`config.mk`:
```
export PLATFORM = sky130hd
export DESIGN_NAME = hamming_secded_pipe
export DESIGN_NICKNAME = d
export VERILOG_FILES = /design/src/rtl/hamming_secded_pipe.sv
export SDC_FILE = /design/constraint.sdc
export NUM_CORES = 1
export LEC_CHECK = 0
export BUFFER_PORTS_ARGS = -buffer_cell sky130_fd_sc_hd__buf_2
export CELL_PAD_IN_SITES_DETAIL_PLACEMENT = 2
export CELL_PAD_IN_SITES_GLOBAL_PLACEMENT = 2
export CORE_MARGIN = 1.5
export CORE_UTILIZATION = 31
export CTS_CLUSTER_SIZE = 25
export DETAILED_ROUTE_END_ITERATION = 10
export PLACE_DENSITY = 0.82
export SLEW_MARGIN = 20
export SYNTH_ARGS = -nofsm -noshare
export SYNTH_HDL_FRONTEND = slang
export SYNTH_SLANG_ARGS = --single-unit
```
`constraint.sdc`:
```
create_clock -name clk -period 3.69 [get_ports clk]
set_input_delay 0.5535 -clock clk [delete_from_list [all_inputs] [get_ports clk]]
set_output_delay 0.5535 -clock clk [all_outputs]
set_load 0.005 [all_outputs]
```
`src/rtl/hamming_secded_pipe.sv`:
```
// Two-stage SECDED Hamming codec: stage 1 encodes and optionally injects errors,
// stage 2 computes the syndrome, corrects single errors and extracts the data word.
module hamming_secded_pipe #(
  parameter int DATA_W = 32,
  parameter int PAR_W  = 6,
  parameter int CNT_W  = 16
) (
  input  logic                              clk,
  input  logic                              rst_n,
  input  logic                              in_valid,
  output logic                              in_ready,
  input  logic [DATA_W-1:0]                 in_data,
  input  logic [1:0]                        inj_mode,
  input  logic [$clog2(DATA_W+PAR_W+1)-1:0] inj_pos,
  output logic                              out_valid,
  input  logic                              out_ready,
  output logic [DATA_W-1:0]                 out_data,
  output logic                              out_single,
  output logic                              out_double,
  output logic [PAR_W-1:0]                  out_syndrome,
  input  logic                              clr_cnt,
  output logic [CNT_W-1:0]                  single_cnt,
  output logic [CNT_W-1:0]                  double_cnt
);
  localparam int CW    = DATA_W + PAR_W + 1;
  localparam int POS_W = $clog2(CW);
  localparam logic [CW-1:0]    ONE  = {{(CW-1){1'b0}}, 1'b1};
  localparam logic [POS_W:0]   CW_P = (POS_W+1)'(CW);
  localparam logic [PAR_W:0]   CW_S = (PAR_W+1)'(CW);

  function automatic bit is_pow2(input int v);
    return (v > 0) && ((v & (v - 1)) == 0);
  endfunction

  // Data index carried by Hamming position p.
  function automatic int data_idx(input int p);
    int n;
    n = 0;
    for (int i = 1; i < p; i++)
      if (!is_pow2(i)) n++;
    return n;
  endfunction

  // Hamming position holding data bit j.
  function automatic int data_pos(input int j);
    int n;
    int r;
    n = 0;
    r = 0;
    for (int i = 1; i < CW; i++) begin
      if (!is_pow2(i)) begin
        if (n == j) r = i;
        n++;
      end
    end
    return r;
  endfunction

  function automatic logic [CW-1:0] mask_of(input int b);
    logic [CW-1:0] m;
    m = '0;
    for (int i = 1; i < CW; i++)
      if ((i & b) != 0) m = m | (ONE << i);
    return m;
  endfunction

  logic [CW-1:1] enc_raw;
  logic [CW-1:1] enc_hp;
  logic [CW-1:0] enc;
  logic [CW-1:0] inj_mask;
  logic [CW-1:0] cw1;

  for (genvar p = 1; p < CW; p++) begin : g_enc
    if (is_pow2(p)) begin : g_par
      localparam logic [CW-1:0] PM = mask_of(p);
      assign enc_raw[p] = 1'b0;
      assign enc_hp[p]  = ^(enc_raw & PM[CW-1:1]);
    end else if (data_idx(p) < DATA_W) begin : g_dat
      localparam int DI = data_idx(p);
      assign enc_raw[p] = in_data[DI];
      assign enc_hp[p]  = in_data[DI];
    end else begin : g_pad
      assign enc_raw[p] = 1'b0;
      assign enc_hp[p]  = 1'b0;
    end
  end

  assign enc = {enc_hp, ^enc_hp};

  logic [POS_W:0]   pos_nxt_raw;
  logic [POS_W-1:0] pos_nxt;

  // The second flip of a double injection wraps around the codeword.
  always_comb begin
    pos_nxt_raw = {1'b0, inj_pos} + (POS_W+1)'(1);
    if (pos_nxt_raw >= CW_P) pos_nxt_raw = pos_nxt_raw - CW_P;
    pos_nxt = pos_nxt_raw[POS_W-1:0];
    case (inj_mode)
      2'b01:   inj_mask = ONE << inj_pos;
      2'b10:   inj_mask = (ONE << inj_pos) | (ONE << pos_nxt);
      default: inj_mask = '0;
    endcase
  end

  logic [PAR_W-1:0]  syn;
  logic              par;
  logic              syn_in_rng;
  logic              dec_single;
  logic              dec_double;
  logic [DATA_W-1:0] dec_data;

  for (genvar k = 0; k < PAR_W; k++) begin : g_syn
    localparam logic [CW-1:0] SM = mask_of(1 << k);
    assign syn[k] = ^(cw1 & SM);
  end

  always_comb begin
    par        = ^cw1;
    syn_in_rng = {1'b0, syn} < CW_S;
    dec_single = par & syn_in_rng;
    dec_double = (par & !syn_in_rng) | (!par & (syn != '0));
  end

  // A syndrome naming a data position flips that bit on the way out.
  for (genvar j = 0; j < DATA_W; j++) begin : g_ext
    localparam logic [PAR_W-1:0] DPS = PAR_W'(data_pos(j));
    assign dec_data[j] = cw1[data_pos(j)] ^ (dec_single & (syn == DPS));
  end

  logic v1;
  logic v2;
  logic adv1;
  logic adv2;
  logic accept;
  logic ld2;

  assign adv2      = !v2 | out_ready;
  assign adv1      = !v1 | adv2;
  assign in_ready  = adv1;
  assign accept    = in_valid & in_ready;
  assign ld2       = adv2 & v1;
  assign out_valid = v2;

  always_ff @(posedge clk) begin
    if (!rst_n) begin
      v1           <= 1'b0;
      v2           <= 1'b0;
      cw1          <= '0;
      out_data     <= '0;
      out_single   <= 1'b0;
      out_double   <= 1'b0;
      out_syndrome <= '0;
    end else begin
      if (adv1) begin
        v1 <= accept;
        if (accept) cw1 <= enc ^ inj_mask;
      end
      if (adv2) begin
        v2 <= v1;
        if (v1) begin
          out_data     <= dec_data;
          out_single   <= dec_single;
          out_double   <= dec_double;
          out_syndrome <= syn;
        end
      end
    end
  end

  always_ff @(posedge clk) begin
    if (!rst_n || clr_cnt) begin
      single_cnt <= '0;
      double_cnt <= '0;
    end else begin
      if (ld2 && dec_single && (single_cnt != '1)) single_cnt <= single_cnt + CNT_W'(1);
      if (ld2 && dec_double && (double_cnt != '1)) double_cnt <= double_cnt + CNT_W'(1);
    end
  end

endmodule

```
==> results.toml <==
[timing]
rsz0062_at_grt = "false"
setup_tns_ns = 0
maxSlewHeadroom_pct = 49.13
fin_skew_ns = 0.009314
maxClockFrequency_mhz = 291.0
finalCritPeriodShare_pct = 93.12
setup_violations = 0
hold_ws_ns = 0.3908
worstMarginPinSlew_ns = 0.7631
final-max-slew-violation-count = 0
hold_viol_final = 0
layout_min_cycle_time_ns = 3.436

[drt]
drtAntennaViolNets = 0
via_per_inst = 5.776
drc = 0
met3_length_mm = 1.655
wire_per_inst_um = 22.68
first_pass_iters = 5
drtIter0Drc = 629
wl_met2_mm = 15.54
drt-total-wl_mm = 32.14
vias = 8184
wl_met1_mm = 14.14
top_layer_used = "met4"

[run_status]
outcome = "complete, no violations"

[yosys]
synth_commonest_cells = "113 x dfxtp_1, 92 x xnor2_1, 80 x nor2_1"
yosys.area.top_type_share_pct = 28.22
synth-simple-area-share_pct = 21.37
syn_inst = 971
ys_types = 64
synth_area_um2 = 8015
synth_top_family_by_area = "XOR/XNOR gates"
synthFlopType = "dfxtp_1"
synth-seq-cells = 113
yosysMostFrequentCell = "dfxtp_1"
synth_compound_area_share_pct = 21.46
ys_seq_area_share_pct = 28.22
syn_area_per_cell_um2 = 8.255
synthAdderAreaFrac_pct = 1.717
async_flop_share_pct = 0
synthMuxAreaShare_pct = 1.264
yosys_warnings = 0
syn_nets = 1027
synth-edff-count = 0
synth_xor_xnor_area_share_pct = 22.07
synth_area_leaders = "dfxtp_1 28%, xnor2_1 10%, xor2_1 5.5%, o21ai_0 4.6%, nor2_1 3.7%"
synth_area_leader_cell = "dfxtp_1"

[power_and_ir_drop]
ir_drop_mv = 0.3551
power_density_nw_per_um2 = 640.0
p_leak_nw = 3.543

[global_route]
track_usage_pct = 24.39
grt_pass1_wl_mm = 50.09
antenna_found_initial = 0
grt.overflow.total = 0
grt_max_degree = 74
grt_pass1_vias = 8500

[critical_path]
slowest_stage = "or4_1"
cp-startpoint = "cw1[10]"
cp_top_family = "XOR/XNOR gates"
worst-path-buf-inv = 0
crit_type = "flop to flop"
worstPathRequired_ns = 4.05
setup.worst_path.start_class = "flop"
timing.rr.start = "cw1[10]"
setup.worst_path.end_class = "flop"
critical-path-max-stage-delay_ns = 0.58
cp_data_arrival_time_ns = 3.80
critPathMaxFanout = 37
rr_worst_depth = 8
critical_path_depth = 8
crit_chain = "xnor2_1 > xnor3_1 > xnor3_2 > nor2_4 > nand3_1 > o211a_2 > or4_1 > a21oi_1"

[placement]
hpwl_mm = 23.32
gp_congestion = 0.8975
placed_area_um2 = 8971
portBuffers = 118

[finish]
fill_cells = 2956
drive_above_1_share_pct = 19.87
area_growth_pct = 18.67
diodes = 0
nets = 1130
final_area_um2 = 9512
final_util_pct = 37.66

[floorplan]
rows = 58
die_area_um2 = 26830
io-pin-count = 119
die_w_um = 163.8
initial_utilization_pct = 31.74
die_y_um = 163.8
core-area_um2 = 25250

[clock_tree]
hold_buffers = 0
cts_sinks = 113
numCtsBuffers = 17
clockRootBuffer = "clkbuf_16"
htreeDepth = 4
clk_latency_ns = 0.43
clkTransAtPathRegs_ns = 0.06
cts_resized = 0
clock_path_buffers = 2
cts_setup_buffers = 0
cts_tree = "built"

[hold_path]
whs_path_depth = 3
hold_start = "in_valid"
hold_class = "input pin to flop"

[run]
maxCapViolations = 0
## stage by stage
stage	power, mW	setup slack (ns)	instances
4_1_cts	6.110	0.2169	1417
2_1_floorplan	3.621	0.1887	971
5_1_grt	6.374	0.08777	1417
6_report	6.087	0.2537	1417
3_5_place_dp	4.508	0.04506	1385
3_3_place_gp	4.393	0.2154	1385
## final cells by class
| cell class | count | area, um2 | share of cell area, % |
|---|---|---|---|
| inverter | 12 | 45.04 | 0.4736 |
| tap | 330 | 412.9 | 4.341 |
| multi-input combinational | 784 | 5450 | 57.30 |
| clock inverter | 15 | 115.1 | 1.210 |
| clock buffer | 17 | 425.4 | 4.473 |
| sequential | 113 | 2262 | 23.78 |
| timing repair buffer | 146 | 800.8 | 8.419 |
## worst paths after layout
kind,endpoint,slack (ns)
max reg2reg,double_cnt[14],0.25
max,double_cnt[14],0.25
min reg2reg,out_syndrome[5],0.46
min,v1,0.39
## cells by family (layout without fill, tap and decap cells)
group | Yosys count | after routing
AO/OA/AOI/OAI | 264 | 264
XOR/XNOR | 167 | 167
adder cells (fa/ha/maj) | 11 | 11
buffers and inverters | 74 | 190
flip-flops | 113 | 113
multiplexers | 10 | 10
AND/OR/NAND/NOR | 332 | 332
## registers in the layout, indices dropped and copies added (netlist names)
name	cells
single_cnt	16
out_single	1
cw1	39
out_data	32
out_double	1
v1	1
out_syndrome	6
out_valid	1
double_cnt	16
## routing by layer
metal  global-route usage [%]  up-vias
li1                         -     3766
met1                    31.01     4100
met2                    41.77      255
met3                    3.838       63
met4                    8.264        0
met5                        0        -
## report_power, final
group	switching [mW]	total [mW]	internal (mW)
clock	0.663	1.52	0.859
combinational	2.07	3.13	1.06
sequential	0.107	1.43	1.33
## cell usage in the layout, fill, tap and decap left out, types with 12 or more instances in the layout
master	instances
buf_2	118
dfxtp_1	113
xnor2_1	92
nor2_1	80
o21ai_0	74
nand2_1	55
xor2_1	50
nand3_1	50
a21oi_1	43
a31oi_1	40
or3_1	33
a211oi_1	31
buf_4	28
and3_1	20
clkbuf_16	17
o31ai_1	15
or4_1	15
nor3_1	15
inv_1	12
or2_2	12
a32oi_1	12
## worst register-to-register path: stages (launching register included)
cell and delay (ns):
dfxtp_1 0.33, xnor2_1 0.50, xnor3_1 0.47, xnor3_2 0.51
nor2_4 0.26, nand3_1 0.15, o211a_2 0.40, or4_1 0.60
a21oi_1 0.16
No activity file was read; power rests on OpenSTA's default activity.
